$ cat config.mk
export PLATFORM = sky130hd
export DESIGN_NAME = hazard_ctrl
export DESIGN_NICKNAME = d
export VERILOG_FILES = /design/src/rtl/mips_pkg.sv /design/src/rtl/md_tracker.sv /design/src/rtl/hazard_ctrl.sv
export SDC_FILE = /design/constraint.sdc
export NUM_CORES = 1
export LEC_CHECK = 0
export BUFFER_PORTS_ARGS = -buffer_cell sky130_fd_sc_hd__buf_2
export CAP_MARGIN = 40
export CORE_MARGIN = 3
export CORE_UTILIZATION = 44
export DETAILED_ROUTE_END_ITERATION = 8
export PLACE_DENSITY_LB_ADDON = 0.12
export SLEW_MARGIN = 20
export SYNTH_ARGS = -nofsm -noshare
export SYNTH_HDL_FRONTEND = slang
export SYNTH_SLANG_ARGS = --single-unit
$ cat constraint.sdc
create_clock -name clk -period 3.2 [get_ports clk]
set_input_delay 0.48 -clock clk [delete_from_list [all_inputs] [get_ports clk]]
set_output_delay 0.48 -clock clk [all_outputs]
set_load 0.005 [all_outputs]
$ cat src/rtl/mips_pkg.sv
// Shared MIPS encodings and hazard-controller types.
// Opcodes and functs are the subset the hazard logic has to recognise.
package mips_pkg;
  localparam logic [5:0] OP_RTYPE = 6'b000000;
  localparam logic [5:0] OP_J     = 6'b000010;
  localparam logic [5:0] OP_JAL   = 6'b000011;
  localparam logic [5:0] OP_BEQ   = 6'b000100;
  localparam logic [5:0] OP_BNE   = 6'b000101;
  localparam logic [5:0] OP_LW    = 6'b100011;
  localparam logic [5:0] OP_SW    = 6'b101011;
  localparam logic [5:0] OP_BUBBLE = 6'b111111;

  localparam logic [5:0] F_MFHI  = 6'b010000;
  localparam logic [5:0] F_MFLO  = 6'b010010;
  localparam logic [5:0] F_MULT  = 6'b011000;
  localparam logic [5:0] F_MULTU = 6'b011001;
  localparam logic [5:0] F_DIV   = 6'b011010;
  localparam logic [5:0] F_DIVU  = 6'b011011;

  typedef enum logic {RUN = 1'b0, MD_BUSY = 1'b1} md_state_e;
endpackage

$ cat src/rtl/md_tracker.sv
// Tracks an in-flight multiply/divide; md_busy stays high for MD_CYCLES-1
// cycles after the issuing edge.
module md_tracker
  import mips_pkg::*;
#(
  parameter int MD_CYCLES = 8
) (
  input  logic clk,
  input  logic rst_n,
  input  logic issue,
  output logic md_busy
);
  md_state_e  state_q, state_d;
  logic [4:0] cnt_q, cnt_d;

  always_ff @(posedge clk or negedge rst_n) begin
    if (!rst_n) begin
      state_q <= RUN;
      cnt_q   <= '0;
    end else begin
      state_q <= state_d;
      cnt_q   <= cnt_d;
    end
  end

  // issue is already masked by stall, so a new mult/div can never arrive in MD_BUSY
  always_comb begin
    state_d = state_q;
    cnt_d   = cnt_q;
    case (state_q)
      RUN: if (issue) begin
        state_d = MD_BUSY;
        cnt_d   = 5'(MD_CYCLES - 1);
      end
      MD_BUSY: begin
        cnt_d = cnt_q - 5'd1;
        if (cnt_q == 5'd1) state_d = RUN;
      end
      default: begin
        state_d = RUN;
        cnt_d   = '0;
      end
    endcase
  end

  always_comb begin
    md_busy = (state_q == MD_BUSY);
  end
endmodule

$ cat src/rtl/hazard_ctrl.sv
// Load-use / HI-LO stall and branch/jump flush control beside the ID stage.
// All outputs are combinational on the ID fields; only the md unit has state.
module hazard_ctrl
  import mips_pkg::*;
#(
  parameter int MD_CYCLES = 8
) (
  input  logic       clk,
  input  logic       rst_n,
  input  logic [5:0] id_opcode,
  input  logic [5:0] id_func,
  input  logic [4:0] id_rs,
  input  logic [4:0] id_rt,
  input  logic       ex_memread,
  input  logic [4:0] ex_rt,
  input  logic       branch_taken,
  input  logic       jump,
  output logic       pc_write,
  output logic       ifid_write,
  output logic       ifid_flush,
  output logic       idex_bubble,
  output logic       md_busy
);
  logic is_rtype, is_md, is_hilo, uses_rs, uses_rt;
  logic load_use, md_stall, stall, issue;

  assign is_rtype = (id_opcode == OP_RTYPE);
  assign is_md    = is_rtype && (id_func == F_MULT || id_func == F_MULTU ||
                                 id_func == F_DIV  || id_func == F_DIVU);
  assign is_hilo  = is_rtype && (id_func == F_MFHI || id_func == F_MFLO);
  assign uses_rs  = !(id_opcode == OP_J || id_opcode == OP_JAL || id_opcode == OP_BUBBLE);
  assign uses_rt  = is_rtype || id_opcode == OP_BEQ || id_opcode == OP_BNE ||
                    id_opcode == OP_SW;

  assign load_use = ex_memread && (ex_rt != 5'd0) &&
                    ((uses_rs && ex_rt == id_rs) || (uses_rt && ex_rt == id_rt));
  assign md_stall = md_busy && (is_hilo || is_md);
  assign stall    = load_use || md_stall;
  assign issue    = is_md && !stall;

  md_tracker #(.MD_CYCLES(MD_CYCLES)) u_md (
    .clk     (clk),
    .rst_n   (rst_n),
    .issue   (issue),
    .md_busy (md_busy)
  );

  // A stalled branch stays in ID and is re-evaluated, so stall wins over flush
  always_comb begin
    pc_write    = 1'b1;
    ifid_write  = 1'b1;
    ifid_flush  = 1'b0;
    idex_bubble = 1'b0;
    if (stall) begin
      pc_write    = 1'b0;
      ifid_write  = 1'b0;
      idex_bubble = 1'b1;
    end else if (branch_taken || jump) begin
      ifid_flush  = 1'b1;
    end
  end
endmodule

==> impl_metrics.ini, run 1 <==
[run_status]
status = complete, no violations

[worst_setup_path]
slowest_stage = or4_4
cp-start-kind = input pin
slowest_delay_ns = 0.52
setup.worst_path.class = input pin to primary output
cp_top_family = simple AND/OR/NAND/NOR gates
cp_num_buf_inv = 2
critical_path_peak_fanout = 3
end_kind = primary output
worstPathRequired_ns = 2.72
cp_common_cell = buf_2
arrival_ns = 1.89
crit_chain = buf_2 -> or4_4 -> o21ai_2 -> nor4_1 -> nand2b_1 -> a311oi_1 -> buf_2

[routing]
final_antenna_net_count = 0
avgRoutedWirePerCell_um = 10.9
detail_route.iter0.violations = 14
drt-pass1-iter-count = 4
avgViaCountPerCell = 5.26
vias = 621
drc = 0
wirelength_mm = 1.29

[finish]
diodes = 0
n_fill_cell = 101
syn_to_final_growth_pct = 34.4
design_area_um2 = 797
drive_above_1_share_pct = 43.3
final_cell_count_no_fill = 118
multi_input_area_um2 = 417
regArea_um2 = 150
nets = 140
fin_util_pct = 67.2

[sta]
finalSetupTns_ns = 0
skew_ns = 0.00678
period_needed_ns = 2.37
grt_setup_unrepaired = no
tightest_slew_ns = 0.537
setup_viol = 0
slew_headroom_pct = 63.9
finalHoldViolations = 0
drv_slew = 0
timing.fmax_ghz = 0.422
min_period_over_period_pct = 74.1

[power]
vdd_drop_max_v = 0.000399
fin_total_pwr_w = 0.000349
p_leak_nw = 0.430
power.density_nw_per_um2 = 438

[cts]
cts_tree = done
cts_resized = 0
cts_root_buf = clkbuf_4
clkTransAtPathRegs_ns = 0.05
postCtsSetupRepairBufs = 0
clock_latency_ns = 0.25
ctsHoldBuffers = 0
cts_buffer_depth = 2
cts_sinks = 6
h-tree-depth = 1
cts_buffers = 3

[grt]
grt-ovfl-total = 0
grt_use_total_pct = 16.2
grt_pass1_wl_mm = 2.24
antenna_found_initial = 0
grt_pass1_vias = 563
grt_max_degree = 14

[floorplan]
die_width_um = 42.7
io_pins = 37
fp.dieH_um = 42.7
rows = 12
initial_core_util_pct = 50.0
dieArea_um2 = 1820
core_um2 = 1190

[logic_synthesis]
synth_cell_types = 29
syn_inst = 68
ys_top_cells_by_area = dfrtp_1 25%, xor2_1 10%, nand4b_4 8.0%
synth_area_um2 = 593
syn_nets = 102
seq_area_frac_synth_pct = 25.3
yosysWarningCount = 0
ys_seq_elements = 6
yosysTopAreaCellShare_pct = 25.3
synth.avg_cell_area_um2 = 8.72
netlist.top_cell.by_area = dfrtp_1

[placed_design]
dp_hpwl_mm = 1.14
dpl-instance-area_um2 = 774
place_inst = 115
io_buffers = 35
place_congestion = 0.761

[job]
maxCapViolations = 0

[hold_path]
min_path_type = input pin to async pin
cells in the final DEF (no fill, tap or decap):
| master | instances |
|---|---|
| buf_2 | 35 |
| nor2_1 | 9 |
| xor2_1 | 7 |
| dfrtp_1 | 6 |
| xnor2_1 | 5 |
| inv_1 | 4 |
| nor4_1 | 4 |
| nand2_1 | 4 |
| clkbuf_4 | 3 |
| nand2b_1 | 2 |
| o22ai_1 | 2 |
| nand4b_4 | 2 |
| a31o_2 | 2 |
| a31o_1 | 2 |
| a22oi_1 | 2 |
| ha_1 | 2 |
| and3_2 | 1 |
| or4_4 | 1 |
| o21ai_2 | 1 |
| a211o_1 | 1 |
| nand4_1 | 1 |
| nand3_1 | 1 |
| nor2b_1 | 1 |
| or3_1 | 1 |
| a31oi_1 | 1 |
| o21ai_0 | 1 |
| a311oi_1 | 1 |
| nor3_1 | 1 |
| a21oi_1 | 1 |
kinds of logic (layout without fill, tap and decap cells):
family	after synthesis	count (layout)	synth area share (%)
buffers and inverters	6	42	4.43
adders and majority gates	2	2	4.22
AOI/OAI and AO/OA	14	14	17.7
DFF	6	6	25.3
xor gates and xnor gates	12	12	17.7
and+or+nand+nor	28	28	30.6
Yosys cell counts:
| library cell | n |
|---|---|
| nor2_1 | 9 |
| xor2_1 | 7 |
| dfrtp_1 | 6 |
| xnor2_1 | 5 |
| inv_1 | 4 |
| nand2_1 | 4 |
| nor4_1 | 4 |
| a22oi_1 | 2 |
| a31o_1 | 2 |
| a31o_2 | 2 |
| ha_1 | 2 |
| nand2b_1 | 2 |
| nand4b_4 | 2 |
| o22ai_1 | 2 |
| a211o_1 | 1 |
| a21oi_1 | 1 |
| a311oi_1 | 1 |
| a31oi_1 | 1 |
| and3_2 | 1 |
| buf_4 | 1 |
| clkbuf_1 | 1 |
| nand3_1 | 1 |
| nand4_1 | 1 |
| nor2b_1 | 1 |
| nor3_1 | 1 |
| o21ai_0 | 1 |
| o21ai_2 | 1 |
| or3_1 | 1 |
| or4_4 | 1 |
worst reg2reg max path: cells and delay by family, from the launching register on:
kind / cells / cell delay, ns
compound gates: 1 / 0.18
xor+xnor: 1 / 0.14
fa+ha+maj: 1 / 0.18
buf+inv: 1 / 0.09
flops: 1 / 0.40
simple gates: 2 / 0.12
state kept, by name, indices dropped and copies added, names as in the netlist:
name,cells
u_md.cnt_q,5
u_md.md_busy,1
report_power, final:
part	switching, W	internal [W]
clock network	0.0000270	0.0000424
logic	0.0000713	0.0000790
registers	0.0000265	0.000103
total	0.000125	0.000225
stage by stage:
stage / hold WS [ns] / setup WS [ns]
after detailed placement: 0.310 / 0.807
after global placement: 0.308 / 0.850
after global routing: 0.0346 / 0.732
after floorplan: 0.184 / 1.00
after CTS: 0.0395 / 0.805
final: 0.0440 / 0.829
per-layer routing:
metal	routed length, µm	share of wire (%)	GRT usage, %	vias up
met4	11	0.86	3.73	0
met5	0	0	0	-
met3	134	10	8.47	2
met1	540	42	19.5	266
met2	598	47	25.4	27
li1	-	-	-	326
path summary, 6_finish.rpt:
path | from | to | slack, ns | cells past startpoint
max | ex_rt[1] | ifid_flush | 0.83 | 7
min | rst_n | u_md.md_busy | 0.04 | 1
max reg2reg | u_md.cnt_q[0] | u_md.cnt_q[4] | 1.97 | 6
min reg2reg | u_md.cnt_q[4] | u_md.cnt_q[4] | 0.51 | 1
max in group asynchronous | rst_n | u_md.cnt_q[1] | 3.01 | 1
min in group clk | u_md.cnt_q[4] | u_md.cnt_q[4] | 0.51 | 1
cell type report:
cell class,count,area share (%)
multi-input combinational,56,52.3
timing repair buffer,35,22.0
sequential,6,18.8
clock buffer,3,2.83
tap,14,2.20
inverter,4,1.88
(Power assumes the default switching activity.)
==> run 2, diff against run 1 <==
--- a/config.mk
+++ b/config.mk
@@ -8,7 +8,7 @@
 export BUFFER_PORTS_ARGS = -buffer_cell sky130_fd_sc_hd__buf_2
 export CAP_MARGIN = 40
 export CORE_MARGIN = 3
-export CORE_UTILIZATION = 44
+export CORE_UTILIZATION = 41
 export DETAILED_ROUTE_END_ITERATION = 8
 export PLACE_DENSITY_LB_ADDON = 0.12
 export SLEW_MARGIN = 20
==> constraint.sdc (replaced) <==
create_clock -name clk -period 2.45 [get_ports clk]
set_input_delay 0.3675 -clock clk [delete_from_list [all_inputs] [get_ports clk]]
set_output_delay 0.3675 -clock clk [all_outputs]
set_load 0.005 [all_outputs]
==> impl_metrics.ini, run 2 (synthesis gave the netlist of run 1 again) <==
[floorplan]
io_pins = 37
dieArea_um2 = 1940
die_width_um = 44.0
core_um2 = 1330
fp.dieH_um = 44.0
rows = 13
initial_core_util_pct = 44.5

[routing]
final_antenna_net_count = 0
wirelength_mm = 1.30
drt-pass1-iter-count = 2
detail_route.iter0.violations = 6
avgViaCountPerCell = 5.17
avgRoutedWirePerCell_um = 10.8
drc = 0
vias = 620

[worst_setup_path]
arrival_ns = 1.77
setup.worst_path.class = input pin to primary output
end_kind = primary output
cp-start-kind = input pin
startpoint = ex_rt[1]
worstPathRequired_ns = 2.08
rr_startpoint = u_md.cnt_q[0]
critical_path_peak_fanout = 3

[grt]
grt_use_total_pct = 14.8
antenna_found_initial = 0
grt-ovfl-total = 0
grt_max_degree = 14
grt_pass1_vias = 570
grt_pass1_wl_mm = 2.16

[finish]
syn_to_final_growth_pct = 36.3
final_cell_count_no_fill = 120
largest_reg_flops = 5
regMostFlops = u_md.cnt_q
layout_common_cells = 35 x buf_2, 9 x nor2_1, 7 x xor2_1, 6 x dfrtp_1, 5 x xnor2_1
final_common_cell = buf_2
drive_above_1_share_pct = 42.9
nets = 141
diodes = 0

[sta]
grt_setup_unrepaired = no
slew_headroom_pct = 67.4
finalSetupTns_ns = 0
finalHoldViolations = 0
skew_ns = 0.00123
timing.fmax_ghz = 0.468
min_period_over_period_pct = 87.1
tightest_slew_ns = 0.484
drv_slew = 0
setup_viol = 0
period_needed_ns = 2.14

[placed_design]
dp_hpwl_mm = 1.14
place_inst = 116
place_congestion = 0.780
io_buffers = 35

[run_status]
status = complete, no violations

[hold_path]
min_path_type = input pin to register
min_from = id_func[3]

[cts]
h-tree-depth = 1
clock_latency_ns = 0.24
cts_buffer_depth = 2
cts_buffers = 3
cts_sinks = 6
ctsHoldBuffers = 1
cts_resized = 0
cts_tree = done
clkTransAtPathRegs_ns = 0.05
postCtsSetupRepairBufs = 0
cts_root_buf = clkbuf_4

[power]
p_leak_nw = 0.434
power.density_nw_per_um2 = 566
vdd_drop_max_v = 0.000275

[job]
maxCapViolations = 0
==> run 2: cell count changes in the layout (fill, tap and decap cells not counted), sizes merged <==
cell	before	now
dlygate4sd3	0	1
==> run 2: worst max-delay path, cell delays in order <==
cell,delay (ns)
buf_2,0.12
or4_4,0.52
o21ai_2,0.13
nand4b_4,0.16
nand2b_1,0.09
a311oi_1,0.21
buf_2,0.15
==> run 2: final timing paths <==
path / slack (ns) / depth (start not counted) / to
setup / recovery: 0.31 / 7 / ifid_flush
hold / removal: 0.47 / 3 / u_md.cnt_q[0]
setup reg to reg: 1.21 / 6 / u_md.cnt_q[4]
hold reg to reg: 0.50 / 1 / u_md.cnt_q[4]
max in group asynchronous: 1.82 / 2 / u_md.cnt_q[2]
min in group asynchronous: 0.48 / 2 / u_md.md_busy
==> run 2: area by class of cell <==
cell class	instances	area (µm²)
Timing Repair Buffer	36	185
Sequential cell	6	150
Tap cell	15	18.8
Clock buffer	3	22.5
Multi-Input combinational cell	56	417
Fill cell	126	526
Inverter	4	15.0
==> run 2: power by group <==
part | internal, W | switching, W | total, W
logic | 0.000105 | 0.0000944 | 0.000199
registers | 0.000135 | 0.0000330 | 0.000168
clock network | 0.0000554 | 0.0000347 | 0.0000901
==> run 2: metal layers <==
metal | vias to the layer above | part of all wire, % | global-route usage (%)
met3 | 2 | 6.5 | 3.66
met4 | 0 | 0.92 | 7.23
met1 | 273 | 43 | 16.7
met2 | 22 | 50 | 25.9
met5 | - | 0 | 0
li1 | 323 | - | -
==> run 2: through the flow <==
step	total power (W)	cell area, µm²	hold slack (ns)	setup slack, ns	util [%]
floorplan	0.000306	593	0.0719	0.475	-
global placement	0.000363	776	0.199	0.305	58.2
detailed placement	0.000369	776	0.199	0.307	58.2
CTS	0.000465	808	0.471	0.300	60.6
global route	0.000500	808	0.483	0.160	60.6
finish	0.000457	808	0.473	0.315	60.6
